$ cat config.mk
export PLATFORM = sky130hd
export DESIGN_NAME = ilog2_arbiter
export DESIGN_NICKNAME = d
export VERILOG_FILES = /design/src/rtl/ilog2_arbiter.sv
export SDC_FILE = /design/constraint.sdc
export NUM_CORES = 1
export LEC_CHECK = 0
export BUFFER_PORTS_ARGS = -buffer_cell sky130_fd_sc_hd__buf_4
export CAP_MARGIN = 20
export CORE_UTILIZATION = 50
export CTS_BUF_LIST = sky130_fd_sc_hd__clkbuf_4 sky130_fd_sc_hd__clkbuf_8
export CTS_CLUSTER_DIAMETER = 200
export DETAILED_ROUTE_END_ITERATION = 12
export PLACE_DENSITY = 0.84
export SLEW_MARGIN = 10
export SYNTH_ARGS = -nofsm -noshare
export SYNTH_HDL_FRONTEND = slang
export SYNTH_SLANG_ARGS = --single-unit
$ cat constraint.sdc
create_clock -name clk -period 6.4 [get_ports clk]
set_clock_uncertainty 0.2 [all_clocks]
set_input_delay 0.32 -clock clk [delete_from_list [all_inputs] [get_ports clk]]
set_output_delay 0.32 -clock clk [all_outputs]
set_load 0.02 [all_outputs]
$ cat src/rtl/ilog2_arbiter.sv
// rtl/ilog2_arbiter.sv - round-robin arbiter sharing one fixed-latency ilog2 pipeline among N_REQ lanes
// Optional per-lane grant and stall counters: ILOG2_ARB_STATS_EN
module ilog2_arbiter #(
  parameter int N_REQ    = 4,
  parameter int PIPE_LAT = 5,
  parameter int TAG_W    = 3
) (
  input  logic                 clk,
  input  logic                 reset,
  input  logic [N_REQ-1:0]     req_valid,
  input  logic [32*N_REQ-1:0]  req_v,
  output logic [N_REQ-1:0]     req_ready,
  output logic [N_REQ-1:0]     rsp_valid,
  output logic [5*N_REQ-1:0]   rsp_log2,
  output logic [N_REQ-1:0]     rsp_zero,
  input  logic                 flush,
  output logic                 flush_done,
  output logic                 busy,
  output logic [31:0]          pipe_v,
  input  logic [4:0]           pipe_log2
`ifdef ILOG2_ARB_STATS_EN
  ,
  output logic [16*N_REQ-1:0]  stat_grant_cnt,
  output logic [15:0]          stat_stall_cnt
`endif
);

  // Head is one stage past PIPE_LAT so the result is sampled a cycle after it settles.
  localparam int H = PIPE_LAT + 1;

  typedef enum logic [1:0] {S_RUN, S_DRAIN, S_DONE} state_t;

  state_t             state, state_nxt;
  logic [TAG_W-1:0]   ptr;
  logic [TAG_W-1:0]   gnt_idx;
  logic               gnt_any;
  logic [31:0]        gnt_op;
  logic [H:0]         dl_vld;
  logic [H:0]         dl_zero;
  logic [TAG_W-1:0]   dl_tag [0:H];

  always_comb begin : p_grant
    int best;
    int d;
    best    = N_REQ;
    d       = 0;
    gnt_idx = '0;
    gnt_op  = '0;
    gnt_any = 1'b0;
    req_ready = '0;
    if (state == S_RUN && !flush) begin
      for (int i = 0; i < N_REQ; i++) begin
        if (req_valid[i]) begin
          d = i - int'(ptr);
          if (d < 0) d = d + N_REQ;
          if (d < best) begin
            best    = d;
            gnt_idx = TAG_W'(i);
          end
        end
      end
      gnt_any = (best < N_REQ);
    end
    for (int i = 0; i < N_REQ; i++) begin
      if (gnt_any && gnt_idx == TAG_W'(i)) begin
        req_ready[i] = 1'b1;
        gnt_op       = req_v[32*i +: 32];
      end
    end
  end

  always_comb begin
    state_nxt = state;
    case (state)
      S_RUN:   if (flush) state_nxt = S_DRAIN;
      S_DRAIN: begin
        if (!flush) state_nxt = S_RUN;
        else if (!busy && rsp_valid == '0) state_nxt = S_DONE;
      end
      S_DONE:  if (!flush) state_nxt = S_RUN;
      default: state_nxt = S_RUN;
    endcase
  end

  assign flush_done = (state == S_DONE);
  assign busy       = |dl_vld;

  always_ff @(posedge clk or negedge reset) begin
    if (!reset) begin
      state  <= S_RUN;
      ptr    <= '0;
      pipe_v <= '0;
    end else begin
      state <= state_nxt;
      if (gnt_any) begin
        ptr    <= (gnt_idx == TAG_W'(N_REQ - 1)) ? '0 : gnt_idx + 1'b1;
        pipe_v <= gnt_op;
      end
    end
  end

  always_ff @(posedge clk or negedge reset) begin
    if (!reset) begin
      dl_vld  <= '0;
      dl_zero <= '0;
      for (int k = 0; k <= H; k++) dl_tag[k] <= '0;
    end else begin
      dl_vld  <= {dl_vld[H-1:0], gnt_any};
      dl_zero <= {dl_zero[H-1:0], (gnt_op == 32'd0)};
      dl_tag[0] <= gnt_idx;
      for (int k = 1; k <= H; k++) dl_tag[k] <= dl_tag[k-1];
    end
  end

  always_ff @(posedge clk or negedge reset) begin
    if (!reset) begin
      rsp_valid <= '0;
      rsp_log2  <= '0;
      rsp_zero  <= '0;
    end else begin
      rsp_valid <= '0;
      for (int i = 0; i < N_REQ; i++) begin
        if (dl_vld[H] && dl_tag[H] == TAG_W'(i)) begin
          rsp_valid[i]       <= 1'b1;
          rsp_log2[5*i +: 5] <= dl_zero[H] ? 5'd0 : pipe_log2;
          rsp_zero[i]        <= dl_zero[H];
        end
      end
    end
  end

`ifdef ILOG2_ARB_STATS_EN
  logic [15:0] grant_cnt [N_REQ];
  logic [15:0] stall_cnt;

  always_ff @(posedge clk or negedge reset) begin
    if (!reset) begin
      stall_cnt <= '0;
      for (int i = 0; i < N_REQ; i++) grant_cnt[i] <= '0;
    end else if (state == S_DONE) begin
      stall_cnt <= '0;
      for (int i = 0; i < N_REQ; i++) grant_cnt[i] <= '0;
    end else begin
      if (|req_valid && !gnt_any && stall_cnt != 16'hFFFF) stall_cnt <= stall_cnt + 16'd1;
      for (int i = 0; i < N_REQ; i++) begin
        if (req_ready[i] && req_valid[i] && grant_cnt[i] != 16'hFFFF)
          grant_cnt[i] <= grant_cnt[i] + 16'd1;
      end
    end
  end

  always_comb begin
    stat_grant_cnt = '0;
    for (int i = 0; i < N_REQ; i++) stat_grant_cnt[16*i +: 16] = grant_cnt[i];
  end
  assign stat_stall_cnt = stall_cnt;
`endif

endmodule

==> results by group <==
Worst setup path
  – Reg-to-reg endpoint: dl_zero[0]$_DFF_PN0_
  – Reg2reg path depth: 26
  – Crit path max fanout: 33
  – R2R Setup Slk: about 0.17 ns
  – Startpoint Class: register
  – Worst EP required: approximately 6.5 ns
  – Critical path arrival: around 6.3 ns
  – Crit path kind: register to register
  – CP Capture Type: register
  – FF-to-FF Start: ptr[1]$_DFFE_PN0P_

Timing
  – Final hold vios: 0
  – Slew HR: 0.546
  – Highest clock rate: roughly 160 MHz
  – Worst setup margin: roughly 0.17 ns
  – Tcrit/Tclk final: 0.973
  – Min Tclk post-route: 6.23 ns
  – Slew Limit Fails: 0
  – Slew @ Worst Pin: about 0.68 ns
  – Endpoints failing setup: 0
  – TNS Setup: 0 ns

Detailed routing
  – Antenna-violating nets left: 0
  – DR vias: 4578
  – Detailed Route Iter0 Violations: around 250
  – Pre-antenna DRT Iters: 5
  – Routed WL: 14.6 mm
  – Drt via density: approximately 5.7
  – Routed WL per cell: about 18 microns
  – Residual DRC count: 0

Pwr
  – Power per cell area: about 520 mW/mm^2
  – Seq pwr share: 0.277
  – Clk network pwr share: 0.108
  – Net switching power: ~1.6 mW
  – Sw frac: 0.440
  – Maximum VDD drop: 0.299 mV
  – Design Power: 3.55 mW
  – Internal power: around 2 mW
  – Leakage: 3.33 nW
  – Combinational share of power: 0.616

Synth
  – Mapped Area: 0.00480 sq mm
  – Synth top area share: 0.479
  – Top FF cell, synth: dfrtp_1
  – Top post-synthesis cells by area: dfrtp_1 48%, mux2_2 10%, o21ai_0 5.1%
  – Yosys warnings: 0
  – Post-synthesis register bit count: 92
  – Seq/Total Area, Yosys: 0.479
  – EDFF count, synth: 0
  – Post-synth ARST share: 1.00
  – Syn Inst Count: approximately 470
  – Synth area leader: dfrtp_1
  – Synth cell types: between 40 and 50
  – Post-Syn Nets: around 630
  – Mapped Avg Cell Area: between 10 and 15 sq um

CTS
  – Num CTS Buffers: 9
  – Worst skew pair latency: ~0.37 ns
  – # H-tree levels: 3
  – Clock buffer depth: 2
  – Num Clock Sinks: 92
  – Clk pin slew, worst setup/hold paths: around 0.10 ns
  – CTS tree: built
  – Root buffer cell: clkbuf_8

Floorplanning
  – CORE AREA: 0.00928 sq mm
  – Std cell rows: 35
  – Io pins: roughly 200
  – Initial Util: 0.518
  – Die area: ~0.010 sq mm
  – Die Ht: about 100 microns
  – Die width: 100 microns

Global route
  – Largest net degree at the start of global routing: 87
  – All-Layer GR Usage: 0.293
  – Total gr overflow: 0
  – Antenna violations before repair: 0
  – Global-route wire length before repair: approximately 23 mm
  – Via count of the first global-routing pass: between 4000 and 5000

Layout
  – Layout Nets: about 830
  – Layout cells sized above 1: 0.460
  – # diodes: 0
  – Syn-to-layout area delta: 43.2%
  – Fin util: 0.741

Min path
  – Min-Delay Path Depth: 3
  – Worst Hold Class: input pin to register
  – Worst hold start: req_v[100]
  – Hold worst-path end: pipe_v[4]$_DFFE_PN0P_

Placement
  – Pre-CTS WS: -0.0495 ns
  – GP Congestion: 0.908
  – Input/output buffers: 205
  – Post-DP HPWL: 11.0 mm

Run
  – MaxCap Viol Count: 0

Outcome
  – Status: finished clean
==> repair_timing <==
item	CTS	global route
endpoints found under the hold margin	7	0
gates cloned	0	0
buffers inserted	1	6
endpoints found under the setup margin	1	25
pin swaps	3	13
hold buffers	2	0
resized for setup	1	42
==> worst max path at each step <==
stage	to	cells after the start	from
2_1_floorplan	dl_zero[0]$_DFF_PN0_	29	ptr[0]$_DFFE_PN0P_
3_3_place_gp	dl_zero[0]$_DFF_PN0_	27	ptr[0]$_DFFE_PN0P_
3_5_place_dp	dl_zero[0]$_DFF_PN0_	27	ptr[0]$_DFFE_PN0P_
4_1_cts	dl_zero[0]$_DFF_PN0_	27	ptr[0]$_DFFE_PN0P_
5_1_grt	dl_zero[0]$_DFF_PN0_	27	ptr[1]$_DFFE_PN0P_
6_report	dl_zero[0]$_DFF_PN0_	26	ptr[1]$_DFFE_PN0P_
==> Yosys cell counts (2+ instances only) <==
| master | number |
|---|---|
| o21ai_0 | 49 |
| buf_2 | 2 |
| a41oi_1 | 2 |
| nor2_1 | 16 |
| o21a_1 | 3 |
| nand2b_1 | 8 |
| nor2b_1 | 11 |
| a21oi_1 | 10 |
| a22o_1 | 2 |
| nor4_1 | 10 |
| nand3_1 | 3 |
| o41ai_1 | 2 |
| inv_1 | 30 |
| dfrtp_1 | 92 |
| a22oi_1 | 18 |
| nor3_1 | 9 |
| nand2_1 | 55 |
| nand3b_1 | 2 |
| clkbuf_1 | 23 |
| nand4_1 | 4 |
| mux2i_1 | 7 |
| a211oi_1 | 3 |
| a221oi_1 | 20 |
| mux2_2 | 44 |
| o211ai_1 | 2 |
| and2_1 | 6 |
| ha_1 | 16 |
| buf_6 | 3 |
==> flip-flops by register name, summed over array words and instances (netlist names) <==
signal,count
pipe_v,32
rsp_log2,20
dl_tag,14
dl_vld,7
dl_zero,7
rsp_valid,4
rsp_zero,4
ptr,2
state,2
==> cells by family after synthesis <==
| group | Yosys count | share of synthesized area |
|---|---|---|
| other | 1 | 0.000781 |
| buffers and inverters | 60 | 0.0529 |
| muxes | 52 | 0.120 |
| adders and majority gates | 16 | 0.0417 |
| DFF | 92 | 0.479 |
| AOI/OAI and AO/OA | 120 | 0.172 |
| and+or+nand+nor | 131 | 0.134 |
==> through the flow <==
stage | hold slack (ns) | cell area, sq um | cells
4_1_cts | 0.0588 | 6650 | 803
3_3_place_gp | -0.0707 | 6430 | 784
5_1_grt | 0.0888 | 6880 | 810
2_1_floorplan | -0.176 | 4800 | 472
6_report | 0.0810 | 6880 | 810
3_5_place_dp | -0.0660 | 6430 | 784
==> layout make-up <==
| cell class | count | area, sq um |
|---|---|---|
| Clock inverter | 7 | 68.8 |
| Clock buffer | 9 | 124 |
| Multi-Input combinational cell | 320 | 2390 |
| Tap cell | 129 | 161 |
| Timing Repair Buffer | 223 | 1720 |
| Fill cell | 655 | 2400 |
| Inverter | 30 | 113 |
| Sequential cell | 92 | 2300 |
==> per-layer routing <==
metal,track usage,vias up,wire (microns)
li1,-,2109,-
met1,0.376,2219,5880
met2,0.483,211,7220
met3,0.0669,39,1110
met4,0.118,0,434
met5,0,-,0
==> placed cells by master (no fill, tap or decap), drive strengths merged, types with 2 or more instances in the layout <==
| cell type | n |
|---|---|
| a221oi | 21 |
| nor2 | 16 |
| clkinvlp | 2 |
| o41ai | 2 |
| dfrtp | 92 |
| nor4 | 10 |
| dlygate4sd3 | 2 |
| nand2b | 8 |
| nor3 | 9 |
| and2 | 6 |
| mux2i | 7 |
| mux2 | 45 |
| inv | 34 |
| a21oi | 10 |
| o21ai | 49 |
| a31oi | 2 |
| clkbuf | 9 |
| a22oi | 18 |
| nand3 | 4 |
| buf | 221 |
| nand4 | 4 |
| a22o | 2 |
| nand3b | 2 |
| ha | 16 |
| o211ai | 2 |
| o21a | 3 |
| a41oi | 2 |
| nand2 | 55 |
| a211oi | 3 |
| nor2b | 11 |
==> worst max-delay path, stage by stage, from the launching register on <==
cell and delay [ns]:
dfrtp_1 0.42, inv_2 0.08, ha_2 0.17, inv_1 0.04, ha_1 0.29, and2_1 0.19, ha_1 0.32, o21ai_0 0.09
nand3_1 0.14, a31oi_1 0.24, ha_1 0.27, o211ai_1 0.22, a21oi_1 0.10, a221oi_4 0.29, mux2_2 0.36, ha_1 0.30
o21ai_0 0.10, o21a_1 0.22, a211o_1 0.28, and2_1 0.21, ha_2 0.22, buf_12 0.17, a22oi_1 0.20, o21ai_1 0.10
nor4_1 0.32, a41oi_1 0.20, o41ai_2 0.35
==> power by group through the flow <==
stage / logic, mW / registers, mW / clock network [mW]
4_1_cts: 1.99 / 0.985 / 0.387
6_report: 2.19 / 0.983 / 0.383
3_5_place_dp: 1.97 / 0.995 / 0
5_1_grt: 2.37 / 1.01 / 0.412
2_1_floorplan: 1.11 / 1.17 / 0
3_3_place_gp: 1.93 / 0.978 / 0
No activity file was read; power rests on OpenSTA's default activity.
